<file path="config.mk">
export PLATFORM = sky130hd
export DESIGN_NAME = mul_seq_ctrl
export DESIGN_NICKNAME = d
export VERILOG_FILES = /design/src/rtl/mul_seq_pkg.sv /design/src/rtl/add_n.sv /design/src/rtl/mul_seq_dp.sv /design/src/rtl/mul_seq_ctrl.sv
export SDC_FILE = /design/constraint.sdc
export NUM_CORES = 1
export LEC_CHECK = 0
export CAP_MARGIN = 10
export CORE_MARGIN = 3
export CORE_UTILIZATION = 40
export CTS_CLUSTER_DIAMETER = 50
export DETAILED_ROUTE_END_ITERATION = 8
export PLACE_DENSITY = 0.58
export SYNTH_ARGS = -nofsm -noshare
export SYNTH_HDL_FRONTEND = slang
export SYNTH_SLANG_ARGS = --single-unit
</file>
<file path="constraint.sdc">
create_clock -name clk -period 8.25 [get_ports clk]
set_input_delay 1.65 -clock clk [delete_from_list [all_inputs] [get_ports clk]]
set_output_delay 1.65 -clock clk [all_outputs]
set_load 0.02 [all_outputs]
</file>
<file path="src/rtl/mul_seq_pkg.sv">
// Shared definitions for the sequential shift-add multiplier: state encoding,
// default operand width and counter sizing.
package mul_seq_pkg;

    typedef enum logic [1:0] {
        ST_IDLE = 2'b00,
        ST_RUN  = 2'b01,
        ST_DONE = 2'b10
    } state_t;

    localparam int MUL_N_DEFAULT = 32;

    // Enough bits to hold the step index 0..n-1 with headroom up to n.
    function automatic int cnt_width(input int n);
        return $clog2(n + 1);
    endfunction

endpackage

</file>
<file path="src/rtl/add_n.sv">
// Generic W-bit adder with the carry returned as the MSB of a W+1-bit sum.
module add_n #(
    parameter int W = 32
) (
    input  logic [W-1:0] x,
    input  logic [W-1:0] y,
    output logic [W:0]   s
);

    assign s = {1'b0, x} + {1'b0, y};

endmodule

</file>
<file path="src/rtl/mul_seq_dp.sv">
// Shift-add datapath: operand registers, 2N-bit accumulator and the N-bit adder.
// Optional signed support is built when MUL_SEQ_CTRL_SIGNED_EN is defined.
module mul_seq_dp
    import mul_seq_pkg::*;
#(
    parameter int N = MUL_N_DEFAULT
) (
    input  logic           clk,
    input  logic           rst_n,
    input  logic           load,
    input  logic           step,
    input  logic [N-1:0]   a,
    input  logic [N-1:0]   b,
`ifdef MUL_SEQ_CTRL_SIGNED_EN
    input  logic           sgn,
`endif
    output logic [2*N-1:0] prod_next
);

    logic [N-1:0]   mcand_q, mcand_d;
    logic [N-1:0]   mplier_q, mplier_d;
    logic [2*N-1:0] acc_q, acc_d;
    logic [2*N-1:0] acc_step;
    logic [N-1:0]   addend;
    logic [N:0]     sum;
    logic [N-1:0]   a_mag, b_mag;
    logic           acc_lsb_unused;

    // The accumulator LSB is shifted out every step and never needed again.
    assign acc_lsb_unused = acc_q[0];

`ifdef MUL_SEQ_CTRL_SIGNED_EN
    logic neg_q, neg_d;

    // Multiply magnitudes; the most negative value maps to 2^(N-1), which still fits.
    assign a_mag = (sgn && a[N-1]) ? (~a + 1'b1) : a;
    assign b_mag = (sgn && b[N-1]) ? (~b + 1'b1) : b;
    assign prod_next = neg_q ? (~acc_step + 1'b1) : acc_step;
`else
    assign a_mag     = a;
    assign b_mag     = b;
    assign prod_next = acc_step;
`endif

    assign addend = mplier_q[0] ? mcand_q : '0;

    add_n #(.W(N)) u_add (
        .x (acc_q[2*N-1:N]),
        .y (addend),
        .s (sum)
    );

    // Carry lands in the MSB as the accumulator shifts right.
    assign acc_step = {sum, acc_q[N-1:1]};

    always_comb begin
        mcand_d  = mcand_q;
        mplier_d = mplier_q;
        acc_d    = acc_q;
        if (load) begin
            mcand_d  = a_mag;
            mplier_d = b_mag;
            acc_d    = '0;
        end else if (step) begin
            acc_d    = acc_step;
            mplier_d = mplier_q >> 1;
        end
    end

`ifdef MUL_SEQ_CTRL_SIGNED_EN
    always_comb begin
        neg_d = neg_q;
        if (load) begin
            neg_d = sgn & (a[N-1] ^ b[N-1]);
        end
    end

    always_ff @(posedge clk or negedge rst_n) begin
        if (!rst_n) begin
            neg_q <= 1'b0;
        end else begin
            neg_q <= neg_d;
        end
    end
`endif

    always_ff @(posedge clk or negedge rst_n) begin
        if (!rst_n) begin
            mcand_q  <= '0;
            mplier_q <= '0;
            acc_q    <= '0;
        end else begin
            mcand_q  <= mcand_d;
            mplier_q <= mplier_d;
            acc_q    <= acc_d;
        end
    end

endmodule

</file>
<file path="src/rtl/mul_seq_ctrl.sv">
// Sequential N-cycle shift-add multiplier: FSM, step counter and output registers.
// Define MUL_SEQ_CTRL_SIGNED_EN to add the sgn input for two's-complement operands.
module mul_seq_ctrl
    import mul_seq_pkg::*;
#(
    parameter int N = MUL_N_DEFAULT
) (
    input  logic           clk,
    input  logic           rst_n,
    input  logic           start,
    input  logic [N-1:0]   a,
    input  logic [N-1:0]   b,
`ifdef MUL_SEQ_CTRL_SIGNED_EN
    input  logic           sgn,
`endif
    output logic           busy,
    output logic           done,
    output logic [2*N-1:0] y
);

    localparam int CW = cnt_width(N);

    state_t         state_q, state_d;
    logic [CW-1:0]  cnt_q, cnt_d;
    logic [2*N-1:0] y_q, y_d;
    logic           busy_q, busy_d;
    logic           done_q, done_d;
    logic           load, step, last_step;
    logic [2*N-1:0] prod_next;

    mul_seq_dp #(.N(N)) u_dp (
        .clk       (clk),
        .rst_n     (rst_n),
        .load      (load),
        .step      (step),
        .a         (a),
        .b         (b),
`ifdef MUL_SEQ_CTRL_SIGNED_EN
        .sgn       (sgn),
`endif
        .prod_next (prod_next)
    );

    assign last_step = (state_q == ST_RUN) && (cnt_q == CW'(N - 1));

    always_comb begin
        state_d = state_q;
        cnt_d   = cnt_q;
        y_d     = y_q;
        load    = 1'b0;
        step    = 1'b0;
        case (state_q)
            ST_IDLE, ST_DONE: begin
                if (start) begin
                    load    = 1'b1;
                    cnt_d   = '0;
                    state_d = ST_RUN;
                end else begin
                    state_d = ST_IDLE;
                end
            end
            ST_RUN: begin
                step = 1'b1;
                if (last_step) begin
                    // y only ever sees the finished product.
                    y_d     = prod_next;
                    state_d = ST_DONE;
                end else begin
                    cnt_d = cnt_q + 1'b1;
                end
            end
            default: state_d = ST_IDLE;
        endcase
        busy_d = (state_d == ST_RUN);
        done_d = (state_d == ST_DONE);
    end

    always_ff @(posedge clk or negedge rst_n) begin
        if (!rst_n) begin
            state_q <= ST_IDLE;
            cnt_q   <= '0;
            y_q     <= '0;
            busy_q  <= 1'b0;
            done_q  <= 1'b0;
        end else begin
            state_q <= state_d;
            cnt_q   <= cnt_d;
            y_q     <= y_d;
            busy_q  <= busy_d;
            done_q  <= done_d;
        end
    end

    assign busy = busy_q;
    assign done = done_q;
    assign y    = y_q;

endmodule

</file>
Yosys cells after proc, flatten, opt, wreduce, memory -nomap -nowiden
Cells that the tools add are included.

Add/sub/neg operators: 2. Equal/unequal tests: 7. Mux-type cells: 14. Reduce and logical (&&, ||, !) cells: 7.

Operators with widths (count): $mux 64 (2); $mux 32 (3); $add 32x32->33 (1); $mux 6 (2); $pmux 6 s2 (1); $add 6x1->6 const B (1); $eq 6x5->1 const B (1); $eq 2x1->1 const B (2); $eq 2x2->1 const B (2); $mux 1 (4); $ne 2x2->1 const B (2); $pmux 2 s2 (1); $reduce_bool 2->1 (2); $reduce_and 3->1 (1); $logic_not 2->1 (1); $mux 2 (1); $reduce_and 2->1 (1); $reduce_or 2->1 (1); $logic_and 1x1->1 (1).

Register bits: 202. Input port bits: 67. Output and inout bits: 66.

Longest topological paths before layout
Gate-level depths: netlist (run 1).

Depth after elaboration: 5. Depth in mapped cells: 11. Gate-level depth less buffers: 10.

Hierarchy
A second synthesis (run 1) with hierarchy kept.

Cells, all modules: 883. Area, all modules: 10216.0 µm².

By module, submodules not included: mul_seq_dp (instances 1, cells an instance 476, area each 5703.0 µm², sequential area each 3178.0 µm²); mul_seq_ctrl (instances 1, cells an instance 176, area each 2852.7 µm², sequential area each 1851.8 µm²); add_n (instances 1, cells an instance 231, area each 1660.3 µm², sequential area each 0.0 µm²).

Worst setup path after synthesis (run 1)
No wires, ideal clock.

Kind: input -> register. From: input start. To: register u_dp.acc_q[58]. Library setup time: 0.066 ns. Arrival time: 2.754 ns. Setup slack: 5.430 ns. Cell stages on the path: 6. Cell sequence: nor2b_1 -> clkbuf_1 -> nor2_1 -> clkbuf_1 -> clkbuf_1 -> a22o_1.

Cells in the longest elaborated chain, start to end: 3. Elaborated cells on any way between the ends: 4. Those cells by class: 3 x mux; 1 x reduce/logical.

Ends and longest elaborated chain: start: declaration (RTL line mul_seq_ctrl.sv:10) `input logic start,`; $mux 1 (*) (RTL line mul_seq_ctrl.sv:54) `if (start) begin`; $mux 1 (*) (RTL line mul_seq_ctrl.sv:52) `case (state_q)`; $mux 64 or $reduce_bool 2->1 (tied branches); end signal: assignment (RTL line mul_seq_dp.sv:91) `acc_q <= '0;`; end signal: assignment (RTL line mul_seq_dp.sv:95) `acc_q <= acc_d;`; end: declaration (RTL line mul_seq_dp.sv:22) `logic [2*N-1:0] acc_q, acc_d;`.

Mark *: on every way between the ends. The rest lies on a longest branch, timed or not. A chain may end at the register's enable or synchronous reset.

Worst setup path in the final report (run 1)
From: input start. To: register u_dp.acc_q[62].

The elaborated chain is that of the path after synthesis.

==> metrics.csv, run 1 <==
stage,metric,value,unit
drt,vias,7408,
sta,Final WS setup,4.35,ns
layout,fin nets,1207,
global_routing,total grt overflow,0,
sta,slew margin rel.,0.291,
layout,fillers,2238,
sta,Pins Over Slew Limit,0,
status,outcome,"complete, no violations",
synth,leading area contributor after synthesis,dfrtp_1,
worst_setup_path,CP max FO,68,
sta,Max Freq,0.256,GHz
drt,DRT iter0 DRCs,494,
clock_tree,CTS tree,yes,
worst_setup_path,r2r worst-path depth,10,
synth,"Seq/Total Area, Yosys",0.523,
clock_tree,post-CTS resize count,0,
synth,Post-synth top cells,"320 x nand2_1, 201 x dfrtp_1, 57 x a22o_1, 40 x clkbuf_1, 37 x a21oi_1",
run,max_cap viols,0,
synth,Mapped Nets,1101,
layout,layout cells sized above 1,0.0799,
drt,WL/cell,15.8,um
layout,"Area growth, synth to finish",25.7,%
sta,final worst path period share,0.473,
global_routing,largest net degree at the start of global routing,78,
worst_setup_path,CP Launch Point,start,
global_routing,vias in the first global route,7512,
pwr,P_sw,0.00189,W
synth,top_reg_cell synth,dfrtp_1,
sta,hold slack,0.465,ns
pwr,sw frac,0.387,
floorplanning,Die W,161,um
sta,final hold violations,0,
placed_design,pre-CTS setup slack,3.77,ns
sta,Least-Margin Pin Slew,1.06,ns
placed_design,Placement Cell Area,11200,um^2
floorplanning,total I/O pin count,133,
pwr,Seq pwr share,0.337,
worst_setup_path,Critical Path Source Type,input port,
floorplanning,Starting Density,0.409,
synth,"EDFF count, synth",0,
synth,Mapped Cells,1000,
pwr,Pint,0.00298,W
synth,Synth async-reset ratio,1.00,
synth,cell area after synthesis,9620,um^2
clock_tree,clk sink count,201,
sta,Setup TNS Final,0,ns
pwr,"IR drop worst, VDD",0.000191,V
worst_setup_path,r2r startpoint,u_dp.mplier_q[0],
clock_tree,TritonCTS Buffers,27,
pwr,power share of the clock group,0.240,
drt,Routed Antenna Nets,0,
hold_path,worst hold path class,flip-flop to flip-flop,
pwr,Comb pwr share,0.422,
pwr,power per cell area,403,nW/um^2
synth,Seq cells post-synth,201,
placed_design,post-DP HPWL,15100,um
layout,Final Cell Area,12100,um^2
worst_setup_path,Crit Path Class,input port to flip-flop,
pwr,static leakage,5.86,nW
synth,Synth area leaders,"dfrtp_1 52%, nand2_1 12%, a22o_1 5.2%",
sta,Final setup viols,0,
layout,area used by multi-input combinational logic,4320,um^2
worst_setup_path,reg2reg setup slack,4.78,ns
worst_setup_path,WP data arrival,4.33,ns
worst_setup_path,critical path endpoint,u_dp.acc_q[62],
clock_tree,clock-pin slew on the worst setup and hold paths,0.06,ns
floorplanning,Die Y,161,um
worst_setup_path,CP Data Required Time,8.68,ns
sta,setup repair after global routing missed its margin,no,
floorplanning,Row Count,56,
worst_setup_path,endpoint class of the critical path,flip-flop,
layout,"Cell Count, Final, Fillers Out",1447,
drt,WL final,22900,um
clock_tree,Root Driver,clkbuf_16,
clock_tree,Post-CTS Setup Repair Bufs,0,
synth,Syn Area/Cell,9.62,um^2
global_routing,GRT Util Overall,0.180,
synth,most common cell in the netlist,nand2_1,
worst_setup_path,Reg2Reg Capture Point,y[63],
floorplanning,Core Region,23500,um^2
global_routing,first-pass GRT wire length,38900,um
sta,Tmin final,3.90,ns
placed_design,post-placement cell count,1396,
drt,DR vias/cell,5.12,
placed_design,Final Wtd Congestion,0.856,
floorplanning,Die ar.,25900,um^2
sta,Clock Skew,0.0186,ns
clock_tree,later-pin clock latency in the skew report,0.54,ns
synth,share of the synthesized area in the top cell type,0.523,
layout,Register Area,5030,um^2
placed_design,quantity of I/O buffers inserted on ports,132,
clock_tree,CTS H-tree depth,1,
drt,drt first pass iters,5,
drt,# DRC,0,
clock_tree,Bufs on Longest Clock Path,3,
global_routing,antenna violations before repair,1,
synth,YS warnings,0,
synth,Synth cell types,59,
clock_tree,hold_buf cts,0,
-- worst max-delay path, stage by stage --
cell and delay, ns:
clkdlybuf4s50_1 0.42, nor2b_4 0.13, buf_4 0.35, nor2_4 0.90
buf_4 0.62, nand2_1 0.11, o31ai_1 0.08
-- routing by layer --
metal,up-vias,GRT usage,wire [um]
met5,-,0,0
met4,0,0.0461,448
met3,36,0.0287,1120
met2,171,0.279,10300
met1,3541,0.265,11000
li1,3660,-,-
-- cells in the final DEF, fill, tap and decap left out, types with 7 or more instances in the layout --
master	n
nand2_1	319
dfrtp_1	201
clkdlybuf4s50_1	131
a22o_1	57
a21oi_1	37
and2_1	35
ha_1	33
a22oi_1	32
clkbuf_16	27
nor2_1	26
o21ai_0	20
xnor2_1	18
nand4_1	17
a21o_1	16
mux2_2	14
xor2_1	10
inv_1	9
nand3_1	9
buf_4	8
o21bai_1	7
o31ai_1	7
-- registers in the layout, summed over array words and instances (netlist names) --
name	flops
y	64
u_dp.acc_q	63
u_dp.mcand_q	32
u_dp.mplier_q	32
cnt_q	6
state_q	2
busy	1
done	1
-- how the worst min path moves through the flow --
stage	start	endpoint	slack, ns	cells past startpoint
2_1_floorplan	u_dp.mcand_q[29]	u_dp.mcand_q[29]	0.44	2
3_3_place_gp	u_dp.mcand_q[30]	u_dp.mcand_q[30]	0.45	2
3_5_place_dp	u_dp.mcand_q[22]	u_dp.mcand_q[22]	0.45	2
4_1_cts	u_dp.mcand_q[12]	u_dp.mcand_q[12]	0.47	2
5_1_grt	u_dp.mcand_q[12]	u_dp.mcand_q[12]	0.49	2
6_report	u_dp.mcand_q[7]	u_dp.mcand_q[7]	0.46	2
-- power groups by stage --
| stage | Clock [W] | Combinational [W] | Sequential (W) |
|---|---|---|---|
| final | 0.00117 | 0.00206 | 0.00164 |
| after global routing | 0.00125 | 0.00231 | 0.00170 |
| after CTS | 0.00120 | 0.00208 | 0.00165 |
| after detailed placement | 0 | 0.00207 | 0.00165 |
| after global placement | 0 | 0.00204 | 0.00165 |
| after floorplan | 0 | 0.00141 | 0.00169 |
-- cell type report --
type,instances,area share
tap,319,0.0330
antenna,1,0.000207
multi-input combinational,726,0.357
clock buffer,32,0.0591
timing repair buffer,140,0.115
sequential,201,0.416
clock inverter,18,0.0164
inverter,10,0.00311
-- logic make-up after synthesis --
group / synth area share
multiplexers: 0.0190
buffers and inverters: 0.0306
flip-flops: 0.523
AO/OA/AOI/OAI: 0.166
adder cells (fa/ha/maj): 0.0450
XOR/XNOR: 0.0255
AND/OR/NAND/NOR: 0.191
-- metrics by stage --
step	total power (W)	utilization
2_1_floorplan	0.00310	-
3_3_place_gp	0.00370	0.474
3_5_place_dp	0.00373	0.474
4_1_cts	0.00492	0.513
5_1_grt	0.00526	0.513
6_report	0.00487	0.513
Note: power is estimated with default switching activity, not from simulation.
==> run 2: changes to the inputs <==
==> constraint.sdc (replaced) <==
create_clock -name clk -period 3.9 [get_ports clk]
set_input_delay 0.78 -clock clk [delete_from_list [all_inputs] [get_ports clk]]
set_output_delay 0.78 -clock clk [all_outputs]
set_load 0.02 [all_outputs]
==> run 2 against run 1 <==
First-iteration DRC count rose by 6.5%. Die area did not move. Utilization rose by 0.22 points. Critical endpoint is now y[63]. Largest power group unchanged.
==> metrics.csv, run 2 (synthesis results as in run 1) <==
stage,metric,value,unit,change
status,outcome,"complete, no violations",,unchanged
drt,WL final,23300,um,was 22900 um
clock_tree,clk sink count,201,,unchanged
drt,drt first pass iters,5,,unchanged
layout,fillers,2219,,was 2238
sta,Pins Over Slew Limit,0,,unchanged
placed_design,Placement Cell Area,11200,um^2,about the same
floorplanning,Row Count,56,,unchanged
pwr,power per cell area,851,nW/um^2,was 403 nW/um^2
sta,final hold violations,0,,unchanged
drt,Routed Antenna Nets,0,,unchanged
worst_setup_path,Crit Path Class,flip-flop to flip-flop,,was input port to flip-flop
clock_tree,Root Driver,clkbuf_16,,unchanged
sta,slew margin rel.,0.316,,was 0.291
sta,Tmin final,3.35,ns,
worst_setup_path,CP max FO,33,,was 68
placed_design,post-placement cell count,1399,,was 1396
layout,fin util,0.516,,was 0.513
drt,# DRC,0,,unchanged
layout,"commonest non-fill, non-tap cell in the layout",nand2_1,,unchanged
hold_path,worst hold path class,input port to async pin,,was flip-flop to flip-flop
sta,setup repair after global routing missed its margin,no,,unchanged
global_routing,first-pass GRT wire length,39300,um,was 38900 um
clock_tree,Bufs on Longest Clock Path,3,,unchanged
clock_tree,hold_buf cts,0,,unchanged
clock_tree,post-CTS resize count,0,,unchanged
global_routing,largest net degree at the start of global routing,104,,was 78
worst_setup_path,WP data arrival,3.70,ns,was 4.33 ns
floorplanning,Die W,161,um,unchanged
global_routing,GRT Util Overall,0.182,,was 0.180
floorplanning,Die Y,161,um,unchanged
layout,Final Cell Area,12100,um^2,about the same
global_routing,vias in the first global route,7575,,was 7512
placed_design,quantity of I/O buffers inserted on ports,132,,unchanged
layout,max reg flops,64,,unchanged
layout,Register Area,5030,um^2,unchanged
drt,DR vias/cell,5.14,,was 5.12
global_routing,total grt overflow,0,,unchanged
clock_tree,TritonCTS Buffers,27,,unchanged
pwr,static leakage,5.88,nW,was 5.86 nW
clock_tree,CTS H-tree depth,1,,unchanged
sta,final worst path period share,0.858,,
layout,area used by multi-input combinational logic,4320,um^2,unchanged
clock_tree,Post-CTS Setup Repair Bufs,0,,unchanged
sta,Final setup viols,0,,unchanged
layout,"Cell Count, Final, Fillers Out",1449,,was 1447
sta,hold slack,0.336,ns,was 0.465 ns
worst_setup_path,Critical Path Source Type,flip-flop,,was input port
sta,Max Freq,0.299,GHz,
floorplanning,Starting Density,0.409,,unchanged
worst_setup_path,endpoint class of the critical path,flip-flop,,unchanged
placed_design,post-DP HPWL,15200,um,was 15100 um
placed_design,Final Wtd Congestion,0.865,,was 0.856
layout,most frequent cells in the layout,"319 x nand2_1, 201 x dfrtp_1, 131 x clkdlybuf4s50_1",,unchanged
drt,DRT iter0 DRCs,526,,was 494
sta,Clock Skew,0.0107,ns,was 0.0186 ns
worst_setup_path,CP Data Required Time,4.25,ns,was 8.68 ns
drt,vias,7442,,was 7408
floorplanning,Core Region,23500,um^2,unchanged
clock_tree,CTS tree,yes,,unchanged
layout,fin nets,1210,,was 1207
layout,"Area growth, synth to finish",26.2,%,was 25.7%
sta,Least-Margin Pin Slew,1.03,ns,was 1.06 ns
run,max_cap viols,0,,unchanged
clock_tree,later-pin clock latency in the skew report,0.52,ns,was 0.54 ns
floorplanning,total I/O pin count,133,,unchanged
sta,Setup TNS Final,0,ns,unchanged
clock_tree,clock-pin slew on the worst setup and hold paths,0.06,ns,about the same
pwr,"IR drop worst, VDD",0.000377,V,was 0.000191 V
floorplanning,Die ar.,25900,um^2,unchanged
global_routing,antenna violations before repair,1,,unchanged
layout,layout cells sized above 1,0.0833,,was 0.0799
drt,WL/cell,16.1,um,was 15.8 um
-- run 2: changes by cell type in the layout (fill, tap and decap cells not counted) --
cell,delta
inv_16,-1
clkbuf_8,+2
inv_8,+1
clkinvlp_4,+2
inv_6,-2
clkinv_4,-3
clkbuf_1,-2
clkinv_2,+2
buf_12,+3
-- run 2: metrics by stage --
stage | setup WS, ns | power, W
after global placement | 0.566 | 0.00787
after detailed placement | 0.522 | 0.00793
after CTS | 0.504 | 0.0104
final | 0.553 | 0.0103
after global routing | 0.269 | 0.0111
after floorplan | 1.11 | 0.00655
-- run 2: layer usage --
| metal | GRT usage | vias to the layer above | wire length (um) |
|---|---|---|---|
| met5 | 0 | - | 0 |
| met2 | 0.284 | 151 | 10500 |
| met3 | 0.0277 | 25 | 1050 |
| li1 | - | 3673 | - |
| met1 | 0.269 | 3593 | 11500 |
| met4 | 0.0403 | 0 | 299 |
-- run 2: final cells by class --
| class | count | share of cell area |
|---|---|---|
| Antenna cell | 1 | 0.000206 |
| Timing Repair Buffer | 143 | 0.119 |
| Tap cell | 319 | 0.0329 |
| Inverter | 10 | 0.00309 |
| Clock inverter | 17 | 0.0140 |
| Multi-Input combinational cell | 726 | 0.356 |
| Clock buffer | 32 | 0.0605 |
| Sequential cell | 201 | 0.414 |
-- run 2: worst max-delay path: stages (launching register included) --
cell and delay (ns):
dfrtp_1 0.71, and2_1 0.30, ha_1 0.20, fa_1 0.40, a21o_1 0.23, a221o_1 0.37, a21oi_2 0.19, a31oi_2 0.17
a211o_1 0.33, a21oi_1 0.19, a21oi_1 0.10
-- run 2: final timing paths --
| check | depth (start not counted) | endpoint | startpoint | slack (ns) |
|---|---|---|---|---|
| hold / removal | 1 | y[13] | rst_n | 0.34 |
| min in group clk | 2 | u_dp.mcand_q[3] | u_dp.mcand_q[3] | 0.47 |
| max in group asynchronous | 2 | u_dp.acc_q[24] | rst_n | 2.73 |
| setup reg to reg | 10 | y[63] | u_dp.mplier_q[0] | 0.55 |
| setup / recovery | 10 | y[63] | u_dp.mplier_q[0] | 0.55 |
| hold reg to reg | 2 | u_dp.mcand_q[3] | u_dp.mcand_q[3] | 0.47 |
-- run 2: power breakdown --
part | internal, W | total, W | switching, W
clock | 0.00149 | 0.00244 | 0.000954
sequential | 0.00294 | 0.00349 | 0.000553
combinational | 0.00192 | 0.00439 | 0.00247
==> run 3: changes to the inputs <==
--- a/config.mk
+++ b/config.mk
@@ -10,7 +10,9 @@
 export CORE_UTILIZATION = 40
 export CTS_CLUSTER_DIAMETER = 50
 export DETAILED_ROUTE_END_ITERATION = 8
-export PLACE_DENSITY = 0.58
+export DONT_BUFFER_PORTS = 1
+export GPL_ROUTABILITY_DRIVEN = 0
+export PLACE_DENSITY = 0.51
 export SYNTH_ARGS = -nofsm -noshare
 export SYNTH_HDL_FRONTEND = slang
 export SYNTH_SLANG_ARGS = --single-unit
==> run 3 against run 2 <==
The flow now finishes with violations (hold timing). Largest cell class unchanged. Worst setup slack worse by 0.0078 ns. Sequential share of layout area is 5.4 points higher. Global-route usage hardly changed. Via count is 6.1% lower. Critical path depth stayed put.
==> metrics.csv, run 3 (synthesis results as in run 1) <==
stage,metric,value,unit,change
floorplanning,Die W,161,um,unchanged
clock_tree,TritonCTS Buffers,27,,unchanged
drt,DRT iter0 DRCs,501,,was 526
pwr,power per cell area,913,nW/um^2,was 851 nW/um^2
worst_setup_path,Worst path depth,10,,unchanged
drt,WL/cell,17.9,um,was 16.1 um
worst_setup_path,Critical Path Source Type,flip-flop,,unchanged
drt,DR vias/cell,5.31,,was 5.14
clock_tree,Bufs on Longest Clock Path,3,,unchanged
worst_setup_path,cell family with most CP delay,compound AO/OA/AOI/OAI gates,,unchanged
sta,Setup TNS Final,0,ns,unchanged
sta,setup repair after global routing missed its margin,no,,unchanged
pwr,static leakage,5.36,nW,was 5.88 nW
layout,Register Area,5030,um^2,unchanged
floorplanning,Core Region,23500,um^2,unchanged
sta,final worst path period share,0.860,,was 0.858
clock_tree,clock-pin slew on the worst setup and hold paths,0.06,ns,about the same
floorplanning,Die Y,161,um,unchanged
clock_tree,clk sink count,201,,unchanged
clock_tree,post-CTS resize count,0,,unchanged
sta,Clock Skew,0.0165,ns,was 0.0107 ns
hold_path,worst hold path class,input port to async pin,,unchanged
floorplanning,Starting Density,0.409,,unchanged
sta,Tmin final,3.35,ns,about the same
global_routing,largest net degree at the start of global routing,202,,was 104
floorplanning,total I/O pin count,133,,unchanged
drt,# DRC,0,,unchanged
pwr,"Power, Total",0.00980,W,was 0.0103 W
layout,most frequent cells in the layout,"319 x nand2_1, 201 x dfrtp_1, 57 x a22o_1",,"was 319 x nand2_1, 201 x dfrtp_1, 131 x clkdlybuf4s50_1"
placed_design,quantity of I/O buffers inserted on ports,0,,was 132
sta,Final setup viols,0,,unchanged
run,max_cap viols,0,,unchanged
status,outcome,"complete, but fails checks",,"was complete, no violations"
layout,fin nets,1076,,was 1210
global_routing,vias in the first global route,7257,,was 7575
worst_setup_path,Worst Path Buf+Inv,0,,unchanged
layout,area used by multi-input combinational logic,4320,um^2,unchanged
layout,fillers,2300,,was 2219
global_routing,GRT Util Overall,0.182,,about the same
worst_setup_path,Worst path max stage delay,0.72,ns,was 0.71 ns
global_routing,antenna violations before repair,0,,was 1
clock_tree,later-pin clock latency in the skew report,0.53,ns,was 0.52 ns
global_routing,total grt overflow,0,,unchanged
layout,max reg flops,64,,unchanged
worst_setup_path,CP max FO,33,,unchanged
floorplanning,Die ar.,25900,um^2,unchanged
floorplanning,Row Count,56,,unchanged
layout,Ant. Diodes,0,,was 1
sta,hold slack,-0.0507,ns,was 0.336 ns
drt,Routed Antenna Nets,0,,unchanged
worst_setup_path,CP Data Required Time,4.31,ns,was 4.25 ns
pwr,"IR drop worst, VDD",0.000346,V,was 0.000377 V
global_routing,first-pass GRT wire length,39100,um,was 39300 um
drt,drt first pass iters,7,,was 5
worst_setup_path,WP data arrival,3.77,ns,was 3.70 ns
worst_setup_path,Crit Path Class,flip-flop to flip-flop,,unchanged
layout,"commonest non-fill, non-tap cell in the layout",nand2_1,,unchanged
worst_setup_path,endpoint class of the critical path,flip-flop,,unchanged
layout,layout cells sized above 1,0.0863,,was 0.0833
sta,final hold violations,90,,was 0
clock_tree,CTS H-tree depth,1,,unchanged
sta,slew margin rel.,0.314,,was 0.316
drt,vias,6985,,was 7442
worst_setup_path,CP cell instances,and2_1 > ha_1 > fa_1 > a21o_1 > a221o_1 > a32oi_2 > and3_4 > a31o_1 > xnor2_1 > mux2_4,,was and2_1 > ha_1 > fa_1 > a21o_1 > a221o_1 > a21oi_2 > a31oi_2 > a211o_1 > a21oi_1 > a21oi_1
drt,WL final,23600,um,was 23300 um
sta,Least-Margin Pin Slew,1.03,ns,about the same
clock_tree,Post-CTS Setup Repair Bufs,0,,unchanged
worst_setup_path,Slowest cell on crit path,dfrtp_1,,unchanged
clock_tree,CTS tree,yes,,unchanged
placed_design,post-DP HPWL,15200,um,about the same
status,failing checks,hold timing,,
sta,Pins Over Slew Limit,0,,unchanged
clock_tree,Root Driver,clkbuf_16,,unchanged
worst_setup_path,r2r worst-path depth,10,,unchanged
layout,"Area growth, synth to finish",11.6,%,was 26.2%
sta,Max Freq,0.298,GHz,was 0.299 GHz
run 3: cell type report:
type | instances | share of cell area
Clock inverter | 13 | 0.0114
Multi-Input combinational cell | 726 | 0.402
Clock buffer | 37 | 0.0693
Tap cell | 319 | 0.0372
Timing Repair Buffer | 9 | 0.00746
Inverter | 10 | 0.00350
Sequential cell | 201 | 0.469
run 3: worst paths after layout:
check | start | end | slack, ns
setup / recovery | u_dp.mplier_q[0] | y[57] | 0.55
hold / removal | rst_n | u_dp.mcand_q[22] | -0.05
setup reg to reg | u_dp.mplier_q[0] | y[57] | 0.55
hold reg to reg | u_dp.mcand_q[31] | u_dp.mcand_q[31] | 0.47
max in group asynchronous | rst_n | u_dp.acc_q[63] | 3.52
min in group clk | a[2] | u_dp.mcand_q[2] | 0.35
run 3: routing by layer:
layer | routed length [um] | part of all wire | track usage | up-vias
li1 | - | - | - | 3399
met1 | 11500 | 0.49 | 0.264 | 3394
met2 | 10200 | 0.43 | 0.278 | 159
met3 | 1460 | 0.062 | 0.0433 | 33
met4 | 425 | 0.018 | 0.0411 | 0
met5 | 0 | 0 | 0 | -
run 3: worst reg2reg max path: stages, from the launching register on:
cell and delay, ns:
dfrtp_1 0.72, and2_1 0.31, ha_1 0.20, fa_1 0.41
a21o_1 0.22, a221o_1 0.37, a32oi_2 0.21, and3_4 0.24
a31o_1 0.20, xnor2_1 0.09, mux2_4 0.26
run 3: per-stage QoR:
step | setup slack, ns | instance area [um^2] | instances | util
after global placement | 0.538 | 9870 | 1265 | 0.419
after CTS | 0.512 | 10700 | 1315 | 0.456
after floorplan | 1.11 | 9620 | 1000 | -
after detailed placement | 0.528 | 9870 | 1265 | 0.419
final | 0.546 | 10700 | 1315 | 0.456
after global routing | 0.286 | 10700 | 1315 | 0.456
run 3: power breakdown:
part	switching (W)	internal [W]	total, W
Clock	0.000958	0.00142	0.00237
Sequential	0.000838	0.00294	0.00378
Combinational	0.00212	0.00154	0.00365
==> RTL edit, RTL diff (flow settings as in run 3) <==
The 3 states of `state_t` get a one-hot encoding in 3 bits.
--- a/src/rtl/mul_seq_pkg.sv
+++ b/src/rtl/mul_seq_pkg.sv
@@ -2,10 +2,10 @@
 // default operand width and counter sizing.
 package mul_seq_pkg;
 
-    typedef enum logic [1:0] {
-        ST_IDLE = 2'b00,
-        ST_RUN  = 2'b01,
-        ST_DONE = 2'b10
+    typedef enum logic [2:0] {
+        ST_IDLE = 3'b001,
+        ST_RUN  = 3'b010,
+        ST_DONE = 3'b100
     } state_t;
 
     localparam int MUL_N_DEFAULT = 32;
Function: same outputs for any inputs over 10 cycles, from zero or initial values and one cycle with rst_n low; not proved beyond that.
==> RTL edit against run 3 <==
The flow still finishes with violations (hold timing); combinational power decreased by 33%; utilization increased by 1.1 points; sequential cell count increased by 1; clock skew decreased by 0.0032 ns; routed wire length decreased by 1.3%; area after synthesis increased by 2.8%; total power decreased by 18%; fmax increased by 6.5%; final area increased by 4.0%; first-iteration DRC count decreased by 9.8%; worst setup slack improved by 0.20 ns; critical endpoint is now y[61].
==> RTL edit: results (changes against run 3) <==
[cts]
cts_buffers=29  ; +7.4%
clock_latency_ns=0.55  ; +0.02 ns

[place]
dpl.hpwl_um=15100  ; -0.99%
post-place-ws_ns=0.767  ; +0.238 ns
placement.io_buffers=0  ; unchanged

[routing]
wl_met2_um=10600  ; +3.5%
route.met3.wl_um=1500  ; +3.0%
drt_first_iter_violations=452  ; -9.8%
viasPerCell=5.26  ; -1.0%
wl_met1_um=10800  ; -6.2%
top_layer=met5
wl_per_cell_um=17.5  ; -2.2%
drt_pass1_iterations=5  ; -2

[synthesis]
yosys_most_used_dff=dfrtp_1
synth_commonest_cells=nand2_1 (265), dfrtp_1 (201), a21oi_1 (67)
yosys.cell_types.count=53  ; -10%
netlist_top_cells_area=dfrtp_1 (51%), nand2_1 (10%), mux2_2 (5.4%), ha_1 (4.2%), mux2i_1 (3.4%)
muxShareOfSynthArea=0.0902  ; +0.0712
synth_fa_ha_area_frac=0.0438  ; -0.00122
synthXorXnorAreaFrac=0.0266  ; +0.00108
synth_compound_area_frac=0.135  ; -0.0315
syn-num-nets=1110  ; +0.82%
ys_seq_area_frac=0.511  ; -0.0115

[pwr]
vdd_drop_max_uv=378  ; +9.2%
p_int_mw=5.26  ; -11%
clock_power_mw=2.67  ; +13%
pg_seq_mw=2.88  ; -24%
power.leakage_nw=5.37  ; +0.21%

[status]
failed_checks=hold timing
status=finished, violations left

[global_routing]
grt_pass1_wl_um=38200  ; -2.3%
grt_use_met1=0.240  ; -0.0232
grt_pass1_vias=7220  ; -0.51%
grt.met2_usage=0.281  ; +0.00218
grt_max_degree=203  ; +0.50%
antenna_found_initial=2  ; +2
grt_usage=0.175  ; -0.00722
grt_use_met3=0.0436  ; +0.000277

[cells_and_area]
drive_gt1_frac=0.114  ; +0.0277
nFillCells=2268  ; -1.4%

[worst_setup_path]
arrival_ns=3.63  ; -0.14 ns
cp_max_fo=14  ; -58%

[sta]
fin_skew_ns=0.0134  ; -0.00317 ns
max_slew_margin=0.485  ; +0.171
report.final.hold_viol_count=131  ; +46%
whs_ns=-0.0654  ; -0.0146 ns

-- RTL edit: what timing repair did --
item	CTS	global route
resized for setup	0	0
hold endpoints to repair	201	201
buffers inserted	0	0
-- RTL edit: worst paths after layout --
path                                        from  slack, ns                 to
worst max-delay path            u_dp.mplier_q[0]       0.75              y[61]
worst max register to register  u_dp.mplier_q[0]       0.75              y[61]
worst min-delay path                       rst_n      -0.07  u_dp.mplier_q[11]
min in group clk                           b[25]       0.35  u_dp.mplier_q[25]
max in group asynchronous                  rst_n       3.63              y[51]
worst min register to register     u_dp.acc_q[1]       0.46               y[0]
-- RTL edit: cell type report --
type / instances / area share
Sequential cell: 202 / 0.453
Timing Repair Buffer: 8 / 0.00763
Clock inverter: 15 / 0.0173
Multi-Input combinational cell: 735 / 0.409
Tap cell: 319 / 0.0358
Inverter: 10 / 0.00336
Clock buffer: 38 / 0.0734
-- RTL edit: per-stage QoR --
step	hold WS, ns	power [mW]	instance area [um^2]	std cells	utilization
6_report	-0.0654	7.99	11200	1327	0.467
5_1_grt	-0.0922	8.53	11200	1327	0.467
4_1_cts	-0.0925	8.12	11200	1327	0.467
3_5_place_dp	0.455	5.38	10100	1274	0.425
3_3_place_gp	0.454	5.36	10100	1274	0.425
2_1_floorplan	0.439	4.74	9890	1009	-
-- RTL edit: cells by family (layout without fill, tap and decap cells) --
family,after synthesis,in the layout
muxes,83,83
xor gates and xnor gates,30,30
adders and majority gates,34,34
and+or+nand+nor,379,379
buffers and inverters,72,71
DFF,202,202
AOI/OAI and AO/OA,209,209
-- RTL edit: critical path, stage by stage (launching register included) --
cell      delay, ns
dfrtp_1        0.52
and2_1         0.21
ha_1           0.20
fa_1           0.40
a21o_1         0.24
a221oi_4       0.30
nor2_1         0.08
o31a_1         0.38
a31o_1         0.34
o31ai_1        0.26
a221o_1        0.14
